[src/rtl/countdown_ctrl_pkg.sv]
// Shared definitions for the countdown controller.
// Holds the BCD digit format, the enable/disable levels and the FSM state
// encoding used by countdown_ctrl and its testbench.
package countdown_ctrl_pkg;

  localparam int BCD_BIT_WIDTH = 4;
  localparam logic [BCD_BIT_WIDTH-1:0] BCD_ZERO = '0;

  localparam logic ENABLED  = 1'b1;
  localparam logic DISABLED = 1'b0;

  localparam int STATE_BIT_WIDTH = 2;

  typedef enum logic [STATE_BIT_WIDTH-1:0] {
    STATE_IDLE  = 2'd0,
    STATE_RUN   = 2'd1,
    STATE_PAUSE = 2'd2,
    STATE_DONE  = 2'd3
  } state_t;

  // True when both counter digits read 00.
  function automatic logic is_zero(input logic [BCD_BIT_WIDTH-1:0] tens,
                                   input logic [BCD_BIT_WIDTH-1:0] units);
    return (tens == BCD_ZERO) && (units == BCD_ZERO);
  endfunction

endpackage

[src/rtl/countdown_ctrl_tick_gen.sv]
// Prescaler for the countdown decrement strobe.
// Counts 0..TICK_DIV-1 while en_i is high and wraps to 0; clr_i forces the
// count back to 0 and takes priority over counting.
// Ports:
//   clk     in   global clock
//   rst_n   in   asynchronous active-low reset
//   clr_i   in   synchronous clear
//   en_i    in   count enable
//   wrap_o  out  high for the cycle in which the count sits at TICK_DIV-1
//                while enabled (the next edge wraps it to 0)
module tick_gen #(
  parameter int TICK_DIV = 100_000_000,
  parameter int TICK_W   = 27
) (
  input  logic clk,
  input  logic rst_n,
  input  logic clr_i,
  input  logic en_i,
  output logic wrap_o
);

  localparam logic [TICK_W-1:0] LAST = TICK_W'(TICK_DIV - 1);

  logic [TICK_W-1:0] cnt_q, cnt_d;
  logic              at_last;

  assign at_last = (cnt_q == LAST);
  assign wrap_o  = en_i & at_last;

  always_comb begin
    cnt_d = cnt_q;
    if (clr_i) begin
      cnt_d = '0;
    end else if (en_i) begin
      cnt_d = at_last ? '0 : cnt_q + TICK_W'(1);
    end
  end

  always_ff @(posedge clk or negedge rst_n) begin
    if (!rst_n) begin
      cnt_q <= '0;
    end else begin
      cnt_q <= cnt_d;
    end
  end

endmodule

[src/rtl/countdown_ctrl.sv]
// Sequencing controller for the 2-digit BCD 30 s countdown counter.
// Converts the debounced start/stop and clear buttons into an
// IDLE/RUN/PAUSE/DONE FSM, generates the 1 Hz decrement strobe from the
// prescaler, detects 00 on the counter digits and requests reloads.
// Ports:
//   clk       in   global clock
//   rst_n     in   asynchronous active-low reset
//   ss_btn    in   start/stop button level, active-high
//   clr_btn   in   clear button level, active-high
//   digit1    in   counter tens digit (BCD)
//   digit0    in   counter units digit (BCD)
//   cnt_en    out  1-cycle decrement strobe to the counter
//   cnt_load  out  1-cycle reload request (counter -> 30)
//   running   out  high in RUN
//   paused    out  high in PAUSE
//   alarm     out  high in DONE
module countdown_ctrl
  import countdown_ctrl_pkg::*;
#(
  parameter int TICK_DIV = 100_000_000,
  parameter int TICK_W   = 27
) (
  input  logic                     clk,
  input  logic                     rst_n,
  input  logic                     ss_btn,
  input  logic                     clr_btn,
  input  logic [BCD_BIT_WIDTH-1:0] digit1,
  input  logic [BCD_BIT_WIDTH-1:0] digit0,
  output logic                     cnt_en,
  output logic                     cnt_load,
  output logic                     running,
  output logic                     paused,
  output logic                     alarm
);

  state_t state_q, state_d;
  logic   ss_q, clr_q;
  logic   ss_press, clr_press;
  logic   zero;
  logic   tick_en, tick_clr, tick_wrap;

  // Button history and state register.
  always_ff @(posedge clk or negedge rst_n) begin
    if (!rst_n) begin
      state_q <= STATE_IDLE;
      ss_q    <= 1'b0;
      clr_q   <= 1'b0;
    end else begin
      state_q <= state_d;
      ss_q    <= ss_btn;
      clr_q   <= clr_btn;
    end
  end

  // Rising-edge press detect. Qualified with rst_n so a button held during
  // reset cannot raise cnt_load while every output must read 0.
  assign ss_press  = rst_n & ss_btn  & ~ss_q;
  assign clr_press = rst_n & clr_btn & ~clr_q;

  assign zero = is_zero(digit1, digit0);

  // Next-state logic; clear wins over everything, and in RUN a zero count
  // wins over a start/stop press.
  always_comb begin
    state_d = state_q;
    if (clr_press) begin
      state_d = STATE_IDLE;
    end else begin
      unique case (state_q)
        STATE_IDLE:  if (ss_press && !zero) state_d = STATE_RUN;
        STATE_RUN: begin
          if (zero)          state_d = STATE_DONE;
          else if (ss_press) state_d = STATE_PAUSE;
        end
        STATE_PAUSE: if (ss_press) state_d = STATE_RUN;
        STATE_DONE:  state_d = STATE_DONE;
        default:     state_d = STATE_IDLE;
      endcase
    end
  end

  // Moore output decode.
  always_comb begin
    running = DISABLED;
    paused  = DISABLED;
    alarm   = DISABLED;
    unique case (state_q)
      STATE_RUN:   running = ENABLED;
      STATE_PAUSE: paused  = ENABLED;
      STATE_DONE:  alarm   = ENABLED;
      default:     ;
    endcase
  end

  // The prescaler only advances in RUN and restarts on any state change, so
  // every entry into RUN sees a full TICK_DIV period before the first strobe
  // and a partial period left over from a pause is thrown away.
  assign tick_en  = (state_q == STATE_RUN);
  assign tick_clr = (state_q != STATE_RUN) || (state_d != state_q);

  tick_gen #(
    .TICK_DIV (TICK_DIV),
    .TICK_W   (TICK_W)
  ) u_tick_gen (
    .clk    (clk),
    .rst_n  (rst_n),
    .clr_i  (tick_clr),
    .en_i   (tick_en),
    .wrap_o (tick_wrap)
  );

  // tick_wrap already implies RUN. A press or a zero count in the same cycle
  // means the FSM is leaving RUN, so the strobe is withheld.
  assign cnt_en   = tick_wrap & ~zero & ~ss_press & ~clr_press;
  assign cnt_load = clr_press;

endmodule

[config.mk]
export PLATFORM = sky130hd
export DESIGN_NAME = countdown_ctrl
export DESIGN_NICKNAME = d
export VERILOG_FILES = /design/src/rtl/countdown_ctrl_pkg.sv /design/src/rtl/countdown_ctrl_tick_gen.sv /design/src/rtl/countdown_ctrl.sv
export SDC_FILE = /design/constraint.sdc
export NUM_CORES = 1
export LEC_CHECK = 0
export CAP_MARGIN = 20
export CORE_UTILIZATION = 56
export DETAILED_ROUTE_END_ITERATION = 10
export GPL_TIMING_DRIVEN = 0
export PLACE_DENSITY = 0.89
export SKIP_CTS_REPAIR_TIMING = 1
export SYNTH_ARGS = -nofsm -noshare
export SYNTH_HDL_FRONTEND = slang
export SYNTH_SLANG_ARGS = --single-unit
[constraint.sdc]
create_clock -name clk -period 2.5 [get_ports clk]
set_input_delay 0.375 -clock clk [delete_from_list [all_inputs] [get_ports clk]]
set_output_delay 0.375 -clock clk [all_outputs]
set_load 0.05 [all_outputs]
# Word level (Yosys, flattened, before mapping)
# Index checks and enable logic that the tools add are counted.
[word_totals]
input_bits = 12
reg_bits = 31
out_inout_bits = 5
elab_cells = 44
[op_classes]
n_eq_ne = 6
addsub = 1
n_bitwise = 13
muxes = 12
reduce_logical = 8
[ops]
columns = ["op", "count"]
rows = [
  ["two-way mux 27 bit", 3],
  ["adder 27 x 1 -> 27 bit (second input constant)", 1],
  ["equality test 27 bit (second input constant)", 1],
  ["two-way mux 2 bit", 5],
  ["bitwise AND 1 bit", 8],
  ["zero test 4 bit", 2],
  ["one-hot mux 2 bit (4 select lines)", 1],
  ["NOT 1 bit", 5],
  ["equality test 2 bit (second input constant)", 2],
  ["two-way mux 1 bit", 3],
  ["equality test 2 x 1 -> 1 bit (second input constant)", 1],
  ["logical AND 1 bit", 2],
  ["zero test 2 bit", 1],
  ["!= test 2 x 1 -> 1 bit (second input constant)", 1],
  ["!= test 2 bit", 1],
  ["nonzero test 2 bit", 1],
  ["zero test 1 bit", 1],
  ["logical OR 1 bit", 1],
]

# Depth between registers and ports, before layout
[logic_depth]
depth_word = 10
mapped_depth = 8
depth_no_buf = 6

# By module
# A second synthesis with hierarchy kept.
[unflattened]
hier_cells = 187
area_unflattened_um2 = 1821.7
[by_module_without_submodules]
columns = ["mod", "area_per_inst_um2", "n_inst", "seq_area_each_um2", "cells_per_inst"]
rows = [
  ["tick_gen", 1574.0, 1, 675.6, 166],
  ["countdown_ctrl", 247.7, 1, 100.1, 21],
]

# Worst setup path before layout
# OpenSTA, ideal clock, no wires.
[synth_timing]
kind = "reg-to-output"
from = "register state_q[0]"
to = "output cnt_en"
t_required_ps = 2125
n_path_buf = 0
setup_slack_ps = -719
path_stages_with_launch = 4
arrival_ps = 2844
cell_sequence = "dfrtp_1 > nor2b_1 > nand4_1 > nor3_1"
[synth_between]
elab_chain_cells = 5
[synth_rtl]
columns = ["element", "line", "source"]
rows = [
  ["start: declaration", "countdown_ctrl.sv:36", "state_t state_q, state_d;"],
  ["start signal: assignment", "countdown_ctrl.sv:49", "state_q <= state_d;"],
  ["equality test 2 x 1 -> 1 bit", "countdown_ctrl.sv:98", "assign tick_en = (state_q == STATE_RUN);"],
  ["bitwise AND 1 bit", "countdown_ctrl_tick_gen.sv:28", "assign wrap_o = en_i & at_last;"],
  ["bitwise AND 1 bit (3 in a row)", "countdown_ctrl.sv:114", "assign cnt_en = tick_wrap & ~zero & ~ss_press & ~clr_press;"],
  ["end: declaration", "countdown_ctrl.sv:29", "output logic cnt_en,"],
]
# Every way passes these cells.

# Worst setup path after layout
[layout_timing]
from = "register u_tick_gen.cnt_q[10]"
to = "output cnt_en"
[layout_between]
elab_chain_cells = 5
[layout_rtl]
columns = ["element", "line", "source"]
rows = [
  ["start: declaration", "countdown_ctrl_tick_gen.sv:24", "logic [TICK_W-1:0] cnt_q, cnt_d;"],
  ["start signal: assignment", "countdown_ctrl_tick_gen.sv:43", "cnt_q <= cnt_d;"],
  ["equality test 27 bit", "countdown_ctrl_tick_gen.sv:27", "assign at_last = (cnt_q == LAST);"],
  ["bitwise AND 1 bit", "countdown_ctrl_tick_gen.sv:28", ""],
  ["bitwise AND 1 bit (3 in a row)", "countdown_ctrl.sv:114", ""],
]
# Every way passes these cells.

==> flow_results.org <==
** Synthesis
- In this run, synthesis inferred 0 flip-flops with an integrated enable.
- Flip-flop and latch count after synthesis :: 31
- The netlist uses 33 different library cells.
- The share of the Yosys chip area taken by registers is 46.1%.
- The number of nets handed over by synthesis was 193.
- Post-synthesis instance total :: 180
- Dominant synthesized flop cell :: dfrtp_1
- Counting flops with an async set or reset pin after synthesis yields a share of 100%.
- Syn. warnings :: 0
- Post-Synthesis Mean Instance Area :: ~9.3 µm²
- Summing every instance area after synthesis gives ~0.0017 mm².
- After synthesis, the cell types taking the most area are dfrtp_1 (46%), xnor2_1 (8.3%), nor2_1 (4.7%).
- Synth top area share :: 46.1%
- The biggest area contributor in the post-synthesis netlist is dfrtp_1.

** Worst setup path
- The worst register-to-register path ends at u_tick_gen.cnt_q[5].
- Register-to-register setup slack :: roughly 0.20 ns
- Startpoint of the worst register-to-register path :: u_tick_gen.cnt_q[10]
- Slowest cell on the critical path :: or4b_4
- Crit path from :: u_tick_gen.cnt_q[10]
- Largest fanout on the critical path :: 4
- Class of the most critical setup path :: reg -> out
- Walking the worst path, the cells encountered are nor4_4 > nand4_1 > or4b_4 > buf_6 > nor3_4 > buf_6.
- STA puts the critical path data arrival time at 2.14 ns.
- The critical path ends at cnt_en.
- Cell depth of the worst flop-to-flop path :: 8
- Required time of the critical path :: 2.12 ns
- Crit path capture type :: output pin
- Stage delay of the slowest cell on the critical path :: 0.50 ns
- STA classifies the critical path startpoint as a flop.
- Most frequent CP cell :: buf_6

** Cells and area
- Leaving out fill and tap cells, the most frequent cell in the layout is dfrtp_1.
- Fraction of final layout cells sized beyond drive strength 1 :: 23.9%
- Most frequent cells in the layout :: dfrtp_1 (26), nor2_1 (21), nand2_1 (16), xnor2_1 (16), clkdlybuf4s50_1 (13)
- Post-route standard cell area excluding fillers :: 0.00209 mm²
- In the final layout, the multi-input gates occupy 876 µm².
- Fill cells in the final layout number about 200.
- Area taken by flip-flops and latches :: around 800 µm²
- Final antenna diode count :: 0
- Layout-stage area growth over the synthesis result :: 24.0%
- The net count of the finished layout is 227.
- Finished Layout Cells :: 244

** Detailed routing
- In the routed design, unresolved DRC markers number 6.
- Total wire length :: ~3900 µm
- Summing over every cut layer, the via total after detailed routing is 1469.
- Number of routed nets with antenna violations :: 0
- Average vias per placed instance :: between 6 and 7
- First-pass detailed-route iteration total :: 7
- The detailed router finished its first iteration with 65 violations.
- Dividing the detail-routed wire length by the instance count gives 15.8 µm.

** Global routing
- Global route hottest layer :: met2
- Via count of the first global-routing pass :: 1416
- In the global route stage, met3 resource usage came out at 5.07%.
- Overflow left after global routing :: 0
- Maximum number of pins on one net before global-route repair :: 22
- The first global-routing pass estimated roughly 6300 µm of wire.
- Antenna violations before repair :: 0
- In the global route stage, met2 resource usage came out at between 40% and 50%.
- For this run, global-route usage on met1 was measured as 31.5%.
- Global routing used 25.8% of the available tracks across all layers.

** Place
- Total placed instance area :: between 0.0015 and 0.002 mm²
- Input/output buffers :: 16
- At the end of routability-driven placement, the weighted congestion stood at 0.935.
- Number of placed instances with taps included :: 228
- Final HPWL DP :: ~2500 µm

** Clock tree
- Clock sinks :: 31
- After clock tree synthesis, the clock-pin slew on the worst setup and hold paths is 0.09 ns.
- Number of buffers inserted during clock tree synthesis :: 5
- Clock latency of the later-clocked register in the worst-skew pair :: approximately 0.33 ns
- Clock tree from TritonCTS :: yes
- CTS H-tree depth :: 2
- The clock passes through at most 2 buffers.
- Root Buffer :: clkbuf_4

** Outcome
- The final reports fail on design-rule violations, negative setup slack.
- The flow ran to the end, but the final reports show violations.

** STA
- For the final database, setup skew stands at slightly above 0.008 ns.
- For the finished layout, the period the worst path requires is 2.52 ns.
- Unrepaired setup endpoints after global routing :: yes
- At the pin with the least slew margin, the transition time is ~0.56 ns.
- Final setup viols :: 1
- Derived from the worst setup path, the maximum achievable clock frequency is 398 MHz.
- Final Max Slew Viols :: 0
- The final critical path takes up 101% of the cycle.
- Measured against its own limit, the worst slew margin works out to 62.5%.
- The number of hold violations in the final report came to 0.
- Across all hold checks on the routed design, the worst slack comes to 0.0544 ns.
- After layout, the worst setup slack is -0.0152 ns.

** Floorplanning
- DIE HEIGHT :: 56.8 µm
- The initial utilization of the core area, before any placement, comes to between 50% and 60%.
- Die outline area :: 0.00323 mm²
- From left edge to right edge, the die measures 56.8 µm.
- I/O pin count :: 17
- Number of rows created at floorplan :: 19
- Placeable core region :: 0.00281 mm²

** Power
- Largest vdd supply drop :: 0.000335 V
- Power after layout :: 955 µW
- Summed over all cells, the static leakage comes to 0.787 nW.
- Power per Cell Area :: roughly 460 mW/mm²

** Min path
- The path class of the tightest hold or removal check is in -> async.

** Run
- # Max-Cap Violations :: 0
## flip-flops by register name, summed over array words and instances (netlist names)
register,flops
state_q,2
ss_q,1
clr_q,1
u_tick_gen.cnt_q,27
## synthesized netlist by cell type (2+ instances only)
library cell / count
nor3_1: 6
inv_1: 8
nor4_1: 5
clkbuf_1: 3
or4_1: 2
nor4_2: 5
xnor2_1: 16
dfrtp_1: 31
or3_1: 3
nand3_1: 11
or2_2: 3
nand2_1: 16
nor2_2: 10
a21oi_1: 7
nor2_1: 21
xor2_1: 4
buf_2: 3
o211ai_1: 2
nand4_1: 7
o21ai_0: 3
or2_1: 2
## where the power goes
part / internal [mW] / total, mW / switching, mW / leakage (nW)
sequential: 0.514 / 0.527 / 0.0128 / 0.417
clock: 0.0998 / 0.260 / 0.160 / 0.0242
combinational: 0.0667 / 0.169 / 0.102 / 0.346
total: 0.680 / 0.955 / 0.275 / 0.787
## cell families after synthesis
group	share of synthesized area [%]
compound gates	5.80
xor+xnor	10.4
fa+ha+maj	0.744
buf+inv	4.24
flops	46.1
simple gates	32.7
## routing by layer
metal	routed length, µm	up-vias
met5	0	-
met1	1570	725
met4	110	0
met2	1980	43
li1	-	686
met3	195	15
## critical path, delay by kind of cell (launching register included)
family                 cells  cell delay, ns
DFF                        1            0.44
buffers and inverters      2            0.32
and+or+nand+nor            4            1.04
## area by class of cell
class | instances | area share (%)
Clock buffer | 6 | 1.98
Timing Repair Buffer | 28 | 13.0
Sequential cell | 31 | 37.5
Multi-Input combinational cell | 134 | 42.0
Tap cell | 31 | 1.86
Buffer | 6 | 2.22
Inverter | 8 | 1.44
## how the worst min path moves through the flow
| stage | end | slack, ns | cells after the start |
|---|---|---|---|
| CTS | u_tick_gen.cnt_q[7] | 0.46 | 1 |
| detailed placement | u_tick_gen.cnt_q[0] | 0.47 | 1 |
| floorplan | clr_q | 0.08 | 0 |
| global route | u_tick_gen.cnt_q[14] | 0.05 | 2 |
| finish | u_tick_gen.cnt_q[21] | 0.05 | 2 |
| global placement | u_tick_gen.cnt_q[0] | 0.48 | 1 |
## per-stage QoR
| stage | setup slack, ns | setup TNS [ns] | util [%] |
|---|---|---|---|
| after global placement | -1.49 | -20.51 | 67.3 |
| after global routing | -0.127 | -0.127 | 74.4 |
| final | -0.0152 | -0.0152 | 74.4 |
| after detailed placement | -0.972 | -5.86 | 68.3 |
| after floorplan | 0.0394 | 0 | - |
| after CTS | -0.969 | -1.43 | 69.8 |
Power figures use the tool's default switching activity.
